File: config.mk
export PLATFORM = sky130hd
export DESIGN_NAME = seg_scanner
export DESIGN_NICKNAME = d
export VERILOG_FILES = /design/src/rtl/seg_scanner_pkg.sv /design/src/rtl/seg_scanner_hex7seg.sv /design/src/rtl/seg_scanner.sv
export SDC_FILE = /design/constraint.sdc
export NUM_CORES = 1
export LEC_CHECK = 0
export CAP_MARGIN = 20
export CORE_MARGIN = 5
export CORE_UTILIZATION = 35
export CTS_BUF_LIST = sky130_fd_sc_hd__clkbuf_4 sky130_fd_sc_hd__clkbuf_8
export DETAILED_ROUTE_END_ITERATION = 8
export GPL_ROUTABILITY_DRIVEN = 0
export PLACE_DENSITY = 0.53
export SLEW_MARGIN = 5
export SYNTH_ARGS = -nofsm -noshare
export SYNTH_HDL_FRONTEND = slang
export SYNTH_SLANG_ARGS = --single-unit
export TNS_END_PERCENT = 20
File: constraint.sdc
create_clock -name clk -period 1.79 [get_ports clk]
set_input_delay 0.358 -clock clk [delete_from_list [all_inputs] [get_ports clk]]
set_output_delay 0.358 -clock clk [all_outputs]
set_load 0.05 [all_outputs]
File: src/rtl/seg_scanner_pkg.sv
// Shared constants for the 4-digit seven-segment scanner: segment encodings,
// blank pattern, digit count and the capture state type.
package seg_scanner_pkg;

  localparam int unsigned NIB_W      = 4;
  localparam int unsigned SEG_W      = 7;
  localparam int unsigned NUM_DIGITS = 4;
  localparam int unsigned DIG_W      = $clog2(NUM_DIGITS);
  localparam int unsigned BUF_W      = NIB_W * NUM_DIGITS;

  // Active-low {g,f,e,d,c,b,a}
  localparam logic [SEG_W-1:0] SEG_BLANK = 7'h7F;
  localparam logic [SEG_W-1:0] SEG_0 = 7'h40;
  localparam logic [SEG_W-1:0] SEG_1 = 7'h79;
  localparam logic [SEG_W-1:0] SEG_2 = 7'h24;
  localparam logic [SEG_W-1:0] SEG_3 = 7'h30;
  localparam logic [SEG_W-1:0] SEG_4 = 7'h19;
  localparam logic [SEG_W-1:0] SEG_5 = 7'h12;
  localparam logic [SEG_W-1:0] SEG_6 = 7'h02;
  localparam logic [SEG_W-1:0] SEG_7 = 7'h78;
  localparam logic [SEG_W-1:0] SEG_8 = 7'h00;
  localparam logic [SEG_W-1:0] SEG_9 = 7'h10;
  localparam logic [SEG_W-1:0] SEG_A = 7'h08;
  localparam logic [SEG_W-1:0] SEG_B = 7'h03;
  localparam logic [SEG_W-1:0] SEG_C = 7'h46;
  localparam logic [SEG_W-1:0] SEG_D = 7'h21;
  localparam logic [SEG_W-1:0] SEG_E = 7'h06;
  localparam logic [SEG_W-1:0] SEG_F = 7'h0E;

  // Capture state names the next nibble expected after nibble 0
  typedef enum logic [1:0] {
    CAP_IDLE = 2'd0,
    CAP_NIB1 = 2'd1,
    CAP_NIB2 = 2'd2,
    CAP_NIB3 = 2'd3
  } cap_state_t;

endpackage

File: src/rtl/seg_scanner_hex7seg.sv
// Combinational hex digit to active-low seven-segment decoder.
module hex7seg
  import seg_scanner_pkg::*;
(
  input  logic [NIB_W-1:0] hex,
  output logic [SEG_W-1:0] seg_c
);

  always_comb begin
    seg_c = SEG_BLANK;
    case (hex)
      4'h0: seg_c = SEG_0;
      4'h1: seg_c = SEG_1;
      4'h2: seg_c = SEG_2;
      4'h3: seg_c = SEG_3;
      4'h4: seg_c = SEG_4;
      4'h5: seg_c = SEG_5;
      4'h6: seg_c = SEG_6;
      4'h7: seg_c = SEG_7;
      4'h8: seg_c = SEG_8;
      4'h9: seg_c = SEG_9;
      4'hA: seg_c = SEG_A;
      4'hB: seg_c = SEG_B;
      4'hC: seg_c = SEG_C;
      4'hD: seg_c = SEG_D;
      4'hE: seg_c = SEG_E;
      default: seg_c = SEG_F;
    endcase
  end

endmodule

File: src/rtl/seg_scanner.sv
// Serial nibble capture into a 4-digit display buffer with multiplexed scan.
// Define DISP_LZB_EN to blank leading-zero digits (digit 0 always shown).
module seg_scanner
  import seg_scanner_pkg::*;
#(
  parameter int unsigned REFRESH_DIV = 50000
) (
  input  logic       clk,
  input  logic       reset,
  input  logic [3:0] nib_in,
  input  logic       sync_in,
  output logic [6:0] seg_n,
  output logic [3:0] an_n,
  output logic       frame_valid
);

  localparam int unsigned PRE_W = (REFRESH_DIV > 1) ? $clog2(REFRESH_DIV) : 1;
  localparam logic [PRE_W-1:0] PRE_MAX = PRE_W'(REFRESH_DIV - 1);

  cap_state_t       cap_state, cap_state_nxt;
  logic             commit_c;
  logic [NIB_W-1:0] nib0, nib1, nib2;
  logic [BUF_W-1:0] disp_buf;
  logic [PRE_W-1:0] pre_cnt;
  logic [DIG_W-1:0] dig_idx;
  logic [NIB_W-1:0] cur_nib_c;
  logic [SEG_W-1:0] dec_seg_c;
  logic             blank_c;

  always_ff @(posedge clk or posedge reset) begin
    if (reset) cap_state <= CAP_IDLE;
    else       cap_state <= cap_state_nxt;
  end

  // A sync always restarts the frame, discarding any partial capture
  always_comb begin
    cap_state_nxt = cap_state;
    commit_c      = 1'b0;
    if (sync_in) begin
      cap_state_nxt = CAP_NIB1;
    end else begin
      case (cap_state)
        CAP_NIB1: cap_state_nxt = CAP_NIB2;
        CAP_NIB2: cap_state_nxt = CAP_NIB3;
        CAP_NIB3: begin
          cap_state_nxt = CAP_IDLE;
          commit_c      = 1'b1;
        end
        default:  cap_state_nxt = CAP_IDLE;
      endcase
    end
  end

  always_ff @(posedge clk or posedge reset) begin
    if (reset) begin
      nib0        <= '0;
      nib1        <= '0;
      nib2        <= '0;
      disp_buf    <= '0;
      frame_valid <= 1'b0;
    end else begin
      if (sync_in) begin
        nib0 <= nib_in;
      end else begin
        case (cap_state)
          CAP_NIB1: nib1 <= nib_in;
          CAP_NIB2: nib2 <= nib_in;
          default: ;
        endcase
      end
      if (commit_c) disp_buf <= {nib_in, nib2, nib1, nib0};
      frame_valid <= commit_c;
    end
  end

  always_ff @(posedge clk or posedge reset) begin
    if (reset) begin
      pre_cnt <= '0;
      dig_idx <= '0;
    end else if (pre_cnt == PRE_MAX) begin
      pre_cnt <= '0;
      dig_idx <= dig_idx + DIG_W'(1);
    end else begin
      pre_cnt <= pre_cnt + PRE_W'(1);
    end
  end

  assign cur_nib_c = disp_buf[NIB_W*32'(dig_idx) +: NIB_W];

  hex7seg u_hex7seg (
    .hex   (cur_nib_c),
    .seg_c (dec_seg_c)
  );

`ifdef DISP_LZB_EN
  // Digit k is blanked when it and every higher digit are zero
  always_comb begin
    blank_c = 1'b0;
    case (dig_idx)
      2'd1:    blank_c = (disp_buf[BUF_W-1:NIB_W]   == '0);
      2'd2:    blank_c = (disp_buf[BUF_W-1:2*NIB_W] == '0);
      2'd3:    blank_c = (disp_buf[BUF_W-1:3*NIB_W] == '0);
      default: blank_c = 1'b0;
    endcase
  end
`else
  assign blank_c = 1'b0;
`endif

  always_ff @(posedge clk or posedge reset) begin
    if (reset) begin
      an_n  <= '1;
      seg_n <= SEG_BLANK;
    end else begin
      an_n  <= ~(NUM_DIGITS'(1) << dig_idx);
      seg_n <= blank_c ? SEG_BLANK : dec_seg_c;
    end
  end

endmodule

======== Yosys cells after proc, flatten, opt, wreduce, memory -nomap -nowiden ========
Memories as Yosys holds them, arrays and structs flattened. A register that Yosys moved wholly into a read port is not among the register bits.
Cells that the tools add are included.
word-level totals
  bits in registers ....................... 53
  memory bits (read-only) ................. 112
  input bits .............................. 7
  output and inout port bits .............. 12
  logic and storage cells ................. 27
  memories kept ........................... 1
cells by class
  add/subtract/negate cells ............... 2
  equal/unequal tests ..................... 4
  shifts and indexed selects .............. 2
  multiplexer cells ....................... 5
  bitwise logic cells ..................... 2
  reduce and logical (&&, ||, !) cells .... 2
memory list
  memory            depth  width  rd ports  clocked after memory_dff  wr ports  line                       RTL
  (name not given)  16     7      1         1                         0         seg_scanner_hex7seg.sv:11  case (hex)
operators by type and width
  operator                                              number
  adder 16 x 1 -> 16 bit (second input constant)        1
  equality test 16 bit (second input constant)          1
  two-way mux 16 bit                                    1
  variable part select 16 x 5 -> 4 bit                  1
  equality test 2 bit (second input constant)           2
  NOT 4 bit                                             1
  case mux 2 bit (2 select lines)                       1
  AND reduction 2 bit                                   2
  left shift 1 x 2 -> 4 bit (first input constant)      1
  adder 2 x 1 -> 2 bit (second input constant)          1
  equality test 2 x 1 -> 1 bit (second input constant)  1
  two-way mux 1 bit                                     2
  two-way mux 2 bit                                     1
  NOT 1 bit                                             1

======== Logic depth before layout (Yosys ltp) ========
Gate-level depths: netlist of run 1.
  depth in word-level cells ............... 3
  gate-level depth with buffers ........... 7
  mapped depth without buffers ............ 6

======== Cells and area by module ========
From an unflattened synthesis of run 1, not the netlist that was laid out.
unflattened totals
  cells, all modules ...................... 209
  area total of the unflattened synthesis .. 2693.8 µm²
by module, submodules not included
  module       times used  cells an instance  area an instance (µm²)
  seg_scanner  1           174                2446.1
  hex7seg      1           35                 247.7

======== Worst setup path before layout of run 1 ========
Ideal clock, no wire load.
  path kind ............................... register -> register
  from .................................... reg dig_idx[0]
  to ...................................... reg seg_n[0]
  setup time .............................. 91 ps
  arrival time ............................ 1728 ps
  data required time ...................... 1699 ps
  setup slack ............................. -29 ps
  cell stages (with the launch flop) ...... 7
  period minus slack after synthesis ...... 1819 ps
  cells stage by stage .................... dfrtp_1 -> buf_6 -> mux4_1 -> inv_1 -> ha_1 -> inv_1 -> o31ai_1
on the way
  cells in the longest elaborated chain, start to end .. 1
ends and longest elaborated chain
  what                                  line               RTL
  start: declaration                    seg_scanner.sv:25  logic [DIG_W-1:0] dig_idx;
  start signal: assignment              seg_scanner.sv:82  dig_idx <= dig_idx + DIG_W'(1);
  variable part select 16 x 5 -> 4 bit  seg_scanner.sv:88  assign cur_nib_c = disp_buf[NIB_W*32'(dig_idx) +: NIB_W];
  end: declaration                      seg_scanner.sv:12  output logic [6:0] seg_n,
No other way between the ends.
A chain may end at the register's enable or synchronous reset.

======== Final worst setup path of run 1 ========
  from .................................... reg dig_idx[0]
  to ...................................... reg seg_n[4]
The elaborated chain is that of the path after synthesis.

==> flow_metrics.tcl, run 1 <==
set metrics [dict create \
    status "finished clean" \
    tritoncts "done" \
    antenna_left 0 \
    grt.met2_usage_pct 15.8 \
    p_per_area_mw_per_mm2 1350 \
    initial_core_util_pct 35.4 \
    drc 0 \
    die_area_mm2 0.00960 \
    ir_drop_mv 0.384 \
    fin_skew_ns 0.0124 \
    dp_hpwl_mm 3.32 \
    design_area_mm2 0.00335 \
    detail_route.wl_per_cell_um 13.7 \
    grt_util_met1_pct 15.5 \
    worstSetupStartpointType "flop" \
    arrival_ns 2.04 \
    yosysWarnings 0 \
    drive_gt1_share_pct 41.0 \
    via_per_inst 4.59 \
    p_leak_nw 1.46 \
    ys_top_cells_by_area "dfrtp_1, mux2_2, dfstp_2, ha_1, mux4_2" \
    post_dp_cell_area_mm2 0.00308 \
    fin_cells 351 \
    worst_slew_pin_slew_ns 0.354 \
    fp.dieW_um 98.0 \
    required_ns 2.06 \
    final_nets 265 \
    cap_violations 0 \
    fin_crit_sh_pct 98.8 \
    synth_fp_nets 226 \
    r2r-end "seg_n[4]" \
    routed_wl_mm 4.81 \
    period_needed_ns 1.77 \
    rows 32 \
    yosysMostFrequentCell "dfrtp_1" \
    setup-violations-final 0 \
    synth-seq-cells 60 \
    worstPathMaxFanout 5 \
    area_delta_synth_final_pct 23.8 \
    rsz0062_at_grt "true" \
    cts_buffer_depth 2 \
    htreeDepth 3 \
    placedCellCount 333 \
    finalMaxSlewViolations 0 \
    max_slew_margin_pct 76.1 \
    r2r-start "dig_idx[0]" \
    overflow 0 \
    synth_cells 205 \
    coreArea_mm2 0.00765 \
    die_h_um 98.0 \
    yosysSeqAreaShare_pct 56.0 \
    avgSynthCellArea_um2 13.2 \
    synth_top_cell_area_share_pct 45.3 \
    final_util_pct 43.8 \
    antenna_found_initial 0 \
    root_buffer "clkbuf_8" \
    grt.busiest_layer "met2" \
    grt_pass1_wl_mm 8.50 \
    path_class "flop to flop" \
    use_met3_pct 3.79 \
    grt_use_total_pct 11.3 \
    synth_common_cells "dfrtp_1, mux2_2, ha_1, inv_1, dfstp_2" \
    syn-cell-area_mm2 0.00271 \
    min_path_type "primary input to async pin" \
    first_pass_iters 4 \
    postCtsHoldBufs 0 \
    grt_pass1_vias 1699 \
    cts_buffers 9 \
    first_iter_violations 78 \
    ios 19 \
    r2r_slack_ns 0.02 \
    hold_viol 0 \
    worstSkewPairLatency_ns 0.33 \
    vias 1610 \
    async_reset_ff_share_pct 100 \
    antenna_cells 0 \
    post-synth-top-area-cell "dfrtp_1" \
    r2r_cells 5 \
    clk_pin_slew_ns 0.07 \
    grt_max_degree 45 \
    ys.flop_type "dfrtp_1" \
    io_buffers 18 \
    cts_sinks 60 \
    yosysUniqueCellTypes 36 \
    clock.fmax_mhz 565 \
    synth-edff-count 0 \
    worstSetupEndpointType "flop" \
]
## logic make-up (layout without fill, tap and decap cells)
group	count (synthesis)	after routing	synth area share [%]
muxes	35	35	16.5
DFF	60	60	56.0
adders and majority gates	14	14	6.47
AOI/OAI and AO/OA	15	15	3.65
and+or+nand+nor	50	50	10.3
buffers and inverters	19	63	3.33
xor gates and xnor gates	12	12	3.88
## final cells by class
cell class / count / area [um^2]
Clock inverter: 5 / 75.1
Inverter: 12 / 51.3
Multi-Input combinational cell: 126 / 1130
Fill cell: 708 / 4300
Timing Repair Buffer: 35 / 310
Clock buffer: 11 / 145
Tap cell: 102 / 128
Sequential cell: 60 / 1520
## sequential cells by signal (all words and copies together) (netlist names)
signal and cells:
nib1 4, disp_buf 16, pre_cnt 16, an_n 4, nib2 4, dig_idx 2, nib0 4, cap_state 2
frame_valid 1, seg_n 7
## power by group
group | internal [mW] | switching, mW
Sequential | 1.71 | 0.161
Combinational | 0.636 | 0.691
Clock | 0.830 | 0.509
Total | 3.18 | 1.36
## cell usage in the layout, fill, tap and decap left out, types with 2 or more instances in the layout
| cell | instances |
|---|---|
| o21ai_0 | 3 |
| nand2_1 | 8 |
| xnor2_1 | 7 |
| nand3_1 | 8 |
| buf_6 | 2 |
| mux2_2 | 29 |
| dfstp_2 | 11 |
| buf_12 | 2 |
| clkdlybuf4s50_1 | 6 |
| bufinv_16 | 2 |
| clkbuf_8 | 10 |
| nor2_1 | 9 |
| dfrtp_1 | 49 |
| clkinv_2 | 3 |
| nand4_1 | 4 |
| and4_1 | 5 |
| o21a_1 | 3 |
| ha_1 | 10 |
| ha_2 | 3 |
| nor2b_1 | 6 |
| xor2_1 | 5 |
| buf_4 | 25 |
| mux4_2 | 4 |
| nor4b_1 | 2 |
| inv_1 | 9 |
| o21ai_1 | 2 |
## how the worst max path moves through the flow
stage                          end  slack (ns)  startpoint  cells after the start
after global routing      seg_n[0]       -0.04  dig_idx[0]                      5
after detailed placement  seg_n[0]       -0.06  dig_idx[0]                      5
after CTS                 seg_n[3]       0.006  dig_idx[0]                      6
after global placement    seg_n[0]        0.01  dig_idx[0]                      5
after floorplan           seg_n[0]       -0.03  dig_idx[0]                      6
final                     seg_n[4]        0.02  dig_idx[0]                      5
## per-layer routing
layer | vias up | share of wire (%)
met5 | - | 0
met4 | 0 | 0.83
met3 | 2 | 4.2
met2 | 28 | 45
met1 | 793 | 50
li1 | 787 | -
## through the flow
step / TNS (ns) / hold WS [ns] / power [mW] / worst slack [ns]
2_1_floorplan: -0.0287 / 0.440 / 2.77 / -0.0287
3_3_place_gp: 0 / 0.464 / 3.09 / 0.0125
3_5_place_dp: -0.0764 / 0.469 / 3.11 / -0.0579
4_1_cts: 0 / 0.447 / 4.48 / 0.00632
5_1_grt: -0.0895 / 0.476 / 4.80 / -0.0359
6_report: 0 / 0.447 / 4.54 / 0.0216
## worst max-delay path, cell delays in order (launching register included)
cell and delay [ns]:
dfrtp_1 0.41, mux4_2 0.59, buf_4 0.17, ha_2 0.16, mux2_4 0.25, o21ai_2 0.12
## repair_timing
action                                  4_1_cts  5_1_grt
endpoints found under the setup margin        2        6
gates resized for setup                       2       11
pin swaps                                     0        3
setup buffers                                 0        2
hold endpoints to repair                      0        0
Power figures use the tool's default switching activity.
==> run 2: changes to the inputs <==
--- a/config.mk
+++ b/config.mk
@@ -12,7 +12,7 @@
 export DETAILED_ROUTE_END_ITERATION = 8
 export GPL_ROUTABILITY_DRIVEN = 0
 export PLACE_DENSITY = 0.53
-export SLEW_MARGIN = 5
+export SLEW_MARGIN = 20
 export SYNTH_ARGS = -nofsm -noshare
 export SYNTH_HDL_FRONTEND = slang
 export SYNTH_SLANG_ARGS = --single-unit
==> results of run 2 <==
The final DEF is identical to that of run 1; final timing and power are the same.
==> run 3: changes to the inputs <==
--- a/config.mk
+++ b/config.mk
@@ -9,9 +9,11 @@
 export CORE_MARGIN = 5
 export CORE_UTILIZATION = 35
 export CTS_BUF_LIST = sky130_fd_sc_hd__clkbuf_4 sky130_fd_sc_hd__clkbuf_8
+export CTS_CLUSTER_SIZE = 40
 export DETAILED_ROUTE_END_ITERATION = 8
 export GPL_ROUTABILITY_DRIVEN = 0
-export PLACE_DENSITY = 0.53
+export PLACE_DENSITY = 0.51
+export SKIP_LAST_GASP = 1
 export SLEW_MARGIN = 20
 export SYNTH_ARGS = -nofsm -noshare
 export SYNTH_HDL_FRONTEND = slang
==> constraint.sdc (replaced) <==
create_clock -name clk -period 2.1 [get_ports clk]
set_input_delay 0.42 -clock clk [delete_from_list [all_inputs] [get_ports clk]]
set_output_delay 0.42 -clock clk [all_outputs]
set_load 0.05 [all_outputs]
==> run 3 against run 2 <==
  * Die area stayed put
  * Worst setup slack better by 0.010 ns
  * Combinational power is 25% lower
  * Global-route usage is 0.92 points lower
  * Largest power group unchanged
==> flow_metrics.tcl, run 3 (synthesis results as in run 1) <==
set metrics [dict create \
    fin_skew_ns 0.0138 \
    p_leak_nw 1.39 \
    antenna_left 0 \
    arrival_ns 1.65 \
    final-seq-area_mm2 0.00152 \
    initial_core_util_pct 35.4 \
    rows 32 \
    setup-violations-final 0 \
    routed_wl_mm 4.48 \
    drc 0 \
    fin_crit_sh_pct 98.5 \
    cpPeakStageDelay_ns 0.79 \
    die_area_mm2 0.00960 \
    status "finished clean" \
    first_pass_iters 3 \
    path_class "flop to output pin" \
    post_dp_cell_area_mm2 0.00303 \
    io_buffers 18 \
    die_h_um 98.0 \
    worstSetupEndpointType "output pin" \
    final_nets 253 \
    rsz0062_at_grt "true" \
    worst_slew_pin_slew_ns 0.497 \
    period_needed_ns 2.07 \
    grt_max_degree 61 \
    antenna_cells 0 \
    grt_pass1_wl_mm 7.81 \
    detail_route.wl_per_cell_um 13.2 \
    worstPathCellList "clkdlybuf4s50_1" \
    via_per_inst 4.65 \
    area_delta_synth_final_pct 19.3 \
    vias 1577 \
    hold_viol 0 \
    fill_cells 721 \
    cts_buffer_depth 2 \
    required_ns 1.68 \
    top_regs "disp_buf: 16 flops, pre_cnt: 16 flops, seg_n: 7 flops" \
    root_buffer "clkbuf_8" \
    cts_sinks 60 \
    mostFrequentLayoutCells "dfrtp_1, mux2_2, clkdlybuf4s50_1" \
    design_area_mm2 0.00323 \
    slowest_stage "clkdlybuf4s50_1" \
    postCtsHoldBufs 0 \
    multi_input_area_mm2 0.00110 \
    tritoncts "done" \
    clock.fmax_mhz 484 \
    share_comb_of_total_power_pct 27.7 \
    grt_pass1_vias 1547 \
    p_seq_share_pct 43.7 \
    ir_drop_mv 0.452 \
    finalMaxSlewViolations 0 \
    p_per_area_mw_per_mm2 1120 \
    crit_family "buffers and inverters" \
    cap_violations 0 \
    min_path_type "primary input to async pin" \
    r2r_slack_ns 0.18 \
    worstSkewPairLatency_ns 0.34 \
    clk_pin_slew_ns 0.07 \
    drive_gt1_share_pct 28.7 \
    crit_buf_inv 1 \
    intPower_mw 2.51 \
    fp.dieW_um 98.0 \
    max_slew_margin_pct 66.7 \
    ios 19 \
    netSwitchingFraction_pct 30.5 \
    worstPathMaxFanout 1 \
    whs_ns 0.450 \
    dp_hpwl_mm 3.00 \
    final_common_cell "dfrtp_1" \
    p_clk_share_pct 28.5 \
    cts_buffers 9 \
    overflow 0 \
    htreeDepth 3 \
    grt_use_total_pct 10.4 \
    worstSetupStartpointType "flop" \
    p_sw_mw 1.10 \
    antenna_found_initial 0 \
    first_iter_violations 63 \
    coreArea_mm2 0.00765 \
]
## run 3: path summary, 6_finish.rpt
| path | start | to | depth (start not counted) |
|---|---|---|---|
| worst max register to register | dig_idx[0] | seg_n[0] | 5 |
| max in group asynchronous | reset | an_n[0] | 3 |
| worst max-delay path | seg_n[5] | seg_n[5] | 1 |
| min in group clk | pre_cnt[15] | pre_cnt[15] | 1 |
| worst min register to register | pre_cnt[15] | pre_cnt[15] | 1 |
| worst min-delay path | reset | pre_cnt[12] | 3 |
## run 3: timing repair
action,CTS,global route
endpoints found under the hold margin,0,0
endpoints found under the setup margin,2,3
gates resized for setup,1,1
setup buffers,0,0
## run 3: area by class of cell
type	count	area share (%)
flip-flops and latches	60	46.9
repair buffers	23	7.55
well taps	102	3.95
clock buffers	12	4.53
inverters	12	1.39
multi-input cells	126	34.1
clock inverters	4	1.55
## run 3: stage by stage
stage | util [%] | total power, mW | setup WS, ns | setup TNS [ns] | instances
after CTS | 42.2 | 3.68 | -0.00276 | -0.00276 | 339
after floorplan | - | 2.36 | 0.214 | 0 | 205
after global routing | 42.2 | 3.83 | -0.0114 | -0.0228 | 339
after detailed placement | 39.7 | 2.62 | 0.174 | 0 | 323
final | 42.2 | 3.61 | 0.0318 | 0 | 339
after global placement | 39.7 | 2.61 | 0.232 | 0 | 323
## run 3: layer usage
metal	GRT usage (%)	vias to the layer above	part of all wire, %
li1	-	767	-
met1	15.0	770	52
met3	3.71	12	4.5
met4	5.75	0	2.5
met5	0	-	0
met2	13.4	28	41
## run 3: power groups by stage
stage	Combinational (mW)	Sequential [mW]	Clock (mW)
CTS	1.01	1.58	1.08
global placement	1.01	1.61	0
finish	1.00	1.58	1.03
floorplan	0.586	1.78	0
detailed placement	1.01	1.60	0
global route	1.09	1.61	1.13
